===== config.mk =====
export PLATFORM = sky130hd
export DESIGN_NAME = topk_frame_scheduler
export DESIGN_NICKNAME = d
export VERILOG_FILES = /design/src/rtl/topk_pkg.sv /design/src/rtl/top3_tracker.sv /design/src/rtl/topk_frame_scheduler.sv
export SDC_FILE = /design/constraint.sdc
export NUM_CORES = 1
export LEC_CHECK = 0
export BUFFER_PORTS_ARGS = -buffer_cell sky130_fd_sc_hd__buf_2
export CORE_MARGIN = 10
export CORE_UTILIZATION = 54
export CTS_BUF_LIST = sky130_fd_sc_hd__clkbuf_16
export DETAILED_ROUTE_END_ITERATION = 10
export HOLD_SLACK_MARGIN = 0.1
export PLACE_DENSITY_LB_ADDON = 0.05
export SLEW_MARGIN = 20
export SYNTH_ARGS = -nofsm -noshare
export SYNTH_HDL_FRONTEND = slang
export SYNTH_SLANG_ARGS = --single-unit

===== constraint.sdc =====
create_clock -name clk -period 4.5 [get_ports clk]
set_input_delay 0.225 -clock clk [delete_from_list [all_inputs] [get_ports clk]]
set_output_delay 0.225 -clock clk [all_outputs]
set_load 0.005 [all_outputs]

===== src/rtl/topk_pkg.sv =====
// Shared types and helpers for the top-3 frame scheduler and its tracker.
package topk_pkg;

  localparam int MAX_DATA_W = 64;
  localparam int MAX_ID_W   = 4;
  localparam int MAX_CNT_W  = 32;

  typedef enum logic [1:0] {IDLE, STREAM, RESULT} state_t;

  // Widths are the supported maxima; users slice down to their own parameters.
  typedef struct packed {
    logic [MAX_ID_W-1:0]   id;
    logic [MAX_DATA_W-1:0] top0;
    logic [MAX_DATA_W-1:0] top1;
    logic [MAX_DATA_W-1:0] top2;
    logic [MAX_CNT_W-1:0]  count;
    logic                  sat;
  } result_t;

  // Most negative two's-complement value of width w, right-aligned.
  function automatic logic [MAX_DATA_W-1:0] min_val(input int unsigned w);
    return MAX_DATA_W'(1) << (w - 1);
  endfunction

endpackage


===== src/rtl/top3_tracker.sv =====
// Running signed top-3 of a sample stream with a saturating sample counter.
module top3_tracker
  import topk_pkg::*;
#(
  parameter int DATA_W = 32,
  parameter int CNT_W  = 8
) (
  input  logic                     clk,
  input  logic                     reset,
  input  logic                     clear,
  input  logic                     in_valid,
  input  logic signed [DATA_W-1:0] in_data,
  output logic signed [DATA_W-1:0] top0,
  output logic signed [DATA_W-1:0] top1,
  output logic signed [DATA_W-1:0] top2,
  output logic [CNT_W-1:0]         count,
  output logic                     sat
);

  localparam logic [MAX_DATA_W-1:0] MIN_FULL = min_val(DATA_W);
  localparam logic signed [DATA_W-1:0] MIN = MIN_FULL[DATA_W-1:0];

  logic signed [DATA_W-1:0] r_top0, r_top1, r_top2;
  logic [CNT_W-1:0]         r_count;
  logic                     r_sat;

  // Strict compares keep duplicates: an equal value falls to the next slot.
  always_ff @(posedge clk or posedge reset) begin
    if (reset) begin
      r_top0  <= MIN;
      r_top1  <= MIN;
      r_top2  <= MIN;
      r_count <= '0;
      r_sat   <= 1'b0;
    end else if (clear) begin
      r_top0  <= MIN;
      r_top1  <= MIN;
      r_top2  <= MIN;
      r_count <= '0;
      r_sat   <= 1'b0;
    end else if (in_valid) begin
      if (in_data > r_top0) begin
        r_top2 <= r_top1;
        r_top1 <= r_top0;
        r_top0 <= in_data;
      end else if (in_data > r_top1) begin
        r_top2 <= r_top1;
        r_top1 <= in_data;
      end else if (in_data > r_top2) begin
        r_top2 <= in_data;
      end
      if (&r_count) r_sat   <= 1'b1;
      else          r_count <= r_count + 1'b1;
    end
  end

  assign top0  = r_top0;
  assign top1  = r_top1;
  assign top2  = r_top2;
  assign count = r_count;
  assign sat   = r_sat;

endmodule


===== src/rtl/topk_frame_scheduler.sv =====
// Round-robin frame arbiter feeding one shared top-3 tracker; returns per-frame results.
module topk_frame_scheduler
  import topk_pkg::*;
#(
  parameter int N_REQ  = 4,
  parameter int DATA_W = 32,
  parameter int CNT_W  = 8,
  localparam int ID_W  = (N_REQ > 1) ? $clog2(N_REQ) : 1
) (
  input  logic                    clk,
  input  logic                    reset,
  input  logic [N_REQ-1:0]        req_valid,
  input  logic [N_REQ*DATA_W-1:0] req_data,
  input  logic [N_REQ-1:0]        req_last,
  output logic [N_REQ-1:0]        req_ready,
  output logic                    res_valid,
  input  logic                    res_ready,
  output logic [ID_W-1:0]         res_id,
  output logic [DATA_W-1:0]       res_top0,
  output logic [DATA_W-1:0]       res_top1,
  output logic [DATA_W-1:0]       res_top2,
  output logic [CNT_W-1:0]        res_count,
  output logic                    res_sat
);

  state_t            r_state, w_next;
  logic [ID_W-1:0]   r_grant, r_rr_ptr, w_sel;
  logic              w_any, w_hs, w_last, w_clear;
  logic [DATA_W-1:0] w_data;

  assign w_any   = |req_valid;
  assign w_data  = req_data[r_grant*DATA_W +: DATA_W];
  assign w_last  = req_last[r_grant];
  assign w_hs    = (r_state == STREAM) && req_valid[r_grant];
  assign w_clear = (r_state == IDLE) && w_any;

  // Scan from the farthest offset down so the nearest requester at/after rr_ptr wins.
  always_comb begin : arb
    logic [ID_W-1:0] v_i;
    w_sel = r_rr_ptr;
    v_i   = '0;
    for (int k = N_REQ - 1; k >= 0; k--) begin
      v_i = ID_W'((32'(r_rr_ptr) + 32'(k)) % N_REQ);
      if (req_valid[v_i]) w_sel = v_i;
    end
  end

  always_comb begin
    w_next    = r_state;
    req_ready = '0;
    res_valid = 1'b0;
    unique case (r_state)
      IDLE:   if (w_any) w_next = STREAM;
      STREAM: begin
        req_ready[r_grant] = 1'b1;
        if (w_hs && w_last) w_next = RESULT;
      end
      RESULT: begin
        res_valid = 1'b1;
        if (res_ready) w_next = IDLE;
      end
      default: w_next = IDLE;
    endcase
  end

  always_ff @(posedge clk or posedge reset) begin
    if (reset) begin
      r_state  <= IDLE;
      r_grant  <= '0;
      r_rr_ptr <= '0;
    end else begin
      r_state <= w_next;
      if (w_clear) r_grant <= w_sel;
      if (r_state == RESULT && res_ready)
        r_rr_ptr <= (r_grant == ID_W'(N_REQ - 1)) ? '0 : r_grant + 1'b1;
    end
  end

  assign res_id = r_grant;

  top3_tracker #(.DATA_W(DATA_W), .CNT_W(CNT_W)) u_trk (
    .clk      (clk),
    .reset    (reset),
    .clear    (w_clear),
    .in_valid (w_hs),
    .in_data  (w_data),
    .top0     (res_top0),
    .top1     (res_top1),
    .top2     (res_top2),
    .count    (res_count),
    .sat      (res_sat)
  );

endmodule


==> qor.yml <==
run_status:
  status: "completed"
timing:
  finalClockSkew_ps: 7.48
  min_cycle_time_layout_ps: 4330
  final_setup_viols: 0
  max_clock_freq_mhz: 231
  max_slew.worst_pin.slew_ps: 747
  setup-tns-final_ps: 0
  maxSlewHeadroom_pct: 50.2
  post-route-period-util_pct: 96.1
  finalMaxSlewViolations: 0
  report.final.hold_viol_count: 0
  grt_setup_unrepaired: "no"
layout:
  antenna_cells: 0
  fin_nets: 1405
  synthToLayoutAreaGrowth_pct: 21.1
  final_core_utilization_pct: 66.0
  fillCellCount: 1396
  drive_gt1_share_pct: 32.5
clocking:
  buffers_inserted_during_post_cts_setup_optimization: 0
  clock_tree.htree_level_count: 3
  tritoncts: "built"
  clock-sinks: 111
  clk_pin_slew_worst_paths_ps: 80
  cts_root_buffer: "sky130_fd_sc_hd__clkbuf_16"
  worst_skew_pair.late_latency_ps: 360
  number_of_buffers_created_by_cts: 9
  clk_path_buf_depth: 2
synthesis:
  postSynth.asyncResetShare_pct: 100
  instance_count_of_the_mapped_netlist: 941
  synth_warnings: 0
  synth_enable_flop_cells: 0
  part_of_the_yosys_area_used_for_sequential_elements_pct: 31.0
  post_synth_instance_area_um2: 8980
  syn_nets: 1181
  synth_area_per_cell_um2: 9.54
  number_of_storage_elements_in_the_synthesis_netlist: 111
  synth_ff_type: "sky130_fd_sc_hd__dfrtp_1"
  synth_cell_types: 53
setup_path:
  data_required_time_of_the_worst_path_ps: 4780
  crit_fanout: 25
  crit_chain: "buf_12, mux4_2, ha_1, nand4_1, nor4_1, a31oi_1, o21a_1, a211o_1, o41a_2, buf_12, o221ai_2"
  crit_family: "compound AO/OA/AOI/OAI gates"
  worstSetupStartpointType: "flip-flop"
  cpMostUsedCell: "sky130_fd_sc_hd__buf_12"
  critPathSlowestCell: "sky130_fd_sc_hd__mux4_2"
  cp.buffers_inverters: 2
  worstSetupPathType: "flip-flop to flip-flop"
  worst_ep_arrival_time_ps: 4600
  sort_of_element_at_the_end_of_the_critical_path: "flip-flop"
  timing.critical_path.slowest_cell_delay_ps: 620
grt:
  grt_util_met1_pct: 34.2
  via_count_of_the_first_global_routing_pass: 8496
  grt_first_pass_wirelength_mm: 46.4
  maximum_number_of_pins_on_one_net_before_global_route_repair: 56
  groute.layer.met3.usage_pct: 5.34
  grtUsageMet2_pct: 41.7
  gr-total-overflow: 0
  grt_usage_pct: 25.7
  grt_antenna_before_repair: 0
  grt-busiest-layer: "met2"
floorplanning:
  std_cell_rows: 47
  core_area_um2: 16500
  die_x_um: 149
  total_i_o_pin_count: 251
  die-area_um2: 22200
  dieHeight_um: 149
  floorplan.initialDensity_pct: 54.5
route:
  route.detailed.wl_per_inst_um: 20.8
  antenna_left: 0
  num_vias: 8477
  routed_wirelength_mm: 28.9
  drc: 0
  drt_via_density: 6.10
  drc_marker_count_from_the_first_detailed_route_iteration: 653
  firstDrtPassIters: 4
worst_hold_path:
  worstHoldPathType: "primary input to flip-flop"
power:
  leakagePower_nw: 5.04
  power_density_nw_per_um2: 755
  ir_drop_mv: 0.774
placed_design:
  io_buffer_count: 250
  dpl.hpwl_mm: 22.1
  gpl.final_weighted_congestion: 0.868
job:
  cap_viol_max_count: 0
-- power by group --
part | internal, W | switching, W | leakage [nW] | total (W)
sequential | 0.00127 | 0.000225 | 1.48 | 0.00150
combinational | 0.00219 | 0.00370 | 3.43 | 0.00589
clock | 0.000432 | 0.000392 | 0.134 | 0.000825
-- sequential cells by signal, summed over array words and instances, names as in the netlist --
signal / cells
r_state: 2
u_trk.top1: 32
u_trk.top2: 32
u_trk.sat: 1
u_trk.top0: 32
r_rr_ptr: 2
u_trk.count: 8
res_id: 2
-- synthesized netlist by cell type, drive strengths merged (3+ instances only) --
master / instances / area [um2]
and4: 5 / 43.8
nor2: 23 / 86.3
nor4: 5 / 37.5
and2: 5 / 31.3
o221ai: 31 / 459
buf: 20 / 119
inv: 104 / 390
dfrtp: 108 / 2700
mux2i: 33 / 330
clkbuf: 48 / 180
a211oi: 5 / 37.5
o211ai: 7 / 52.6
ha: 101 / 1260
nor2b: 7 / 43.8
xor2: 4 / 35.0
nand4: 50 / 313
a41oi: 31 / 272
a221o: 3 / 30.0
a21oi: 44 / 220
o31ai: 32 / 240
mux4: 33 / 743
dfstp: 3 / 78.8
a211o: 3 / 26.3
a31oi: 7 / 50.1
a21o: 10 / 75.1
nand2: 62 / 233
and3: 5 / 31.3
nand3: 42 / 210
nor3: 36 / 180
a21boi: 3 / 22.5
o21ai: 47 / 235
-- through the flow --
step	hold WS [ps]	instance area [um2]	power [W]	std cells	setup WS, ps
after floorplan	403	8980	0.00553	941	310
after global placement	224	10600	0.00724	1373	186
after detailed placement	224	10600	0.00732	1373	140
after CTS	165	10900	0.00817	1390	118
after global routing	192	10900	0.00886	1390	16.9
final	175	10900	0.00821	1390	174
-- tightest hold or removal path, cell delays in order --
cell                     delay [ps]
sky130_fd_sc_hd__buf_2          110
sky130_fd_sc_hd__inv_1           50
sky130_fd_sc_hd__a22o_1         130
-- layout by cell type, fill, tap and decap left out, drive strengths merged, types with 3 or more instances in the layout --
master,Yosys,final
a211o,3,3
a211oi,5,5
a21boi,3,3
a21o,10,10
a21oi,44,44
a221o,3,3
a31oi,7,7
a41oi,31,31
and2,5,5
and3,5,5
and4,5,5
buf,20,280
clkbuf,48,9
clkinvlp,0,4
dfrtp,108,108
dfstp,3,3
ha,101,101
inv,104,104
mux2i,33,33
mux4,33,33
nand2,62,62
nand3,42,42
nand4,50,50
nor2,23,23
nor2b,7,7
nor3,36,36
nor4,5,5
o211ai,7,7
o21ai,47,47
o221ai,31,31
o31ai,32,32
xor2,4,4
-- final timing paths --
path	cells past startpoint	endpoint	from	slack, ps
worst max-delay path	11	u_trk.top2[17]	res_id[0]	170
worst min-delay path	3	r_state[1]	res_ready	170
worst max register to register	11	u_trk.top2[17]	res_id[0]	170
worst min register to register	2	u_trk.top1[31]	u_trk.top0[31]	510
max in group asynchronous	4	res_id[0]	reset	3200
min in group asynchronous	3	u_trk.top0[7]	reset	370
-- logic make-up (layout without fill, tap and decap cells) --
| logic type | Yosys count | in the layout | share of synthesized area [%] |
|---|---|---|---|
| multiplexers | 68 | 68 | 12.2 |
| XOR/XNOR | 5 | 5 | 0.488 |
| AO/OA/AOI/OAI | 239 | 239 | 20.7 |
| adder cells (fa/ha/maj) | 101 | 101 | 14.1 |
| flip-flops | 111 | 111 | 31.0 |
| AND/OR/NAND/NOR | 245 | 245 | 13.9 |
| buffers and inverters | 172 | 401 | 7.68 |
-- what timing repair did --
item	CTS	global route
endpoints found under the hold margin	24	0
setup endpoints to repair	0	21
gates resized for setup	0	1
hold buffers	1	0
-- final cells by class --
cell class                 instances  area [um2]  share of cell area [%]
tap                              220         275                    2.53
sequential                       111        2780                    25.6
clock inverter                     7        73.8                   0.679
clock buffer                       9         225                    2.07
timing repair buffer             281        1550                    14.2
multi-input combinational        658        5580                    51.3
inverter                         104         393                    3.61
-- routing by layer --
layer	share of wire, %	vias to the layer above	routed length [um]
li1	-	4033	-
met1	43	4095	12500
met2	48	312	13800
met3	7.1	37	2040
met4	1.7	0	500
met5	0	-	0
(Power assumes the default switching activity.)
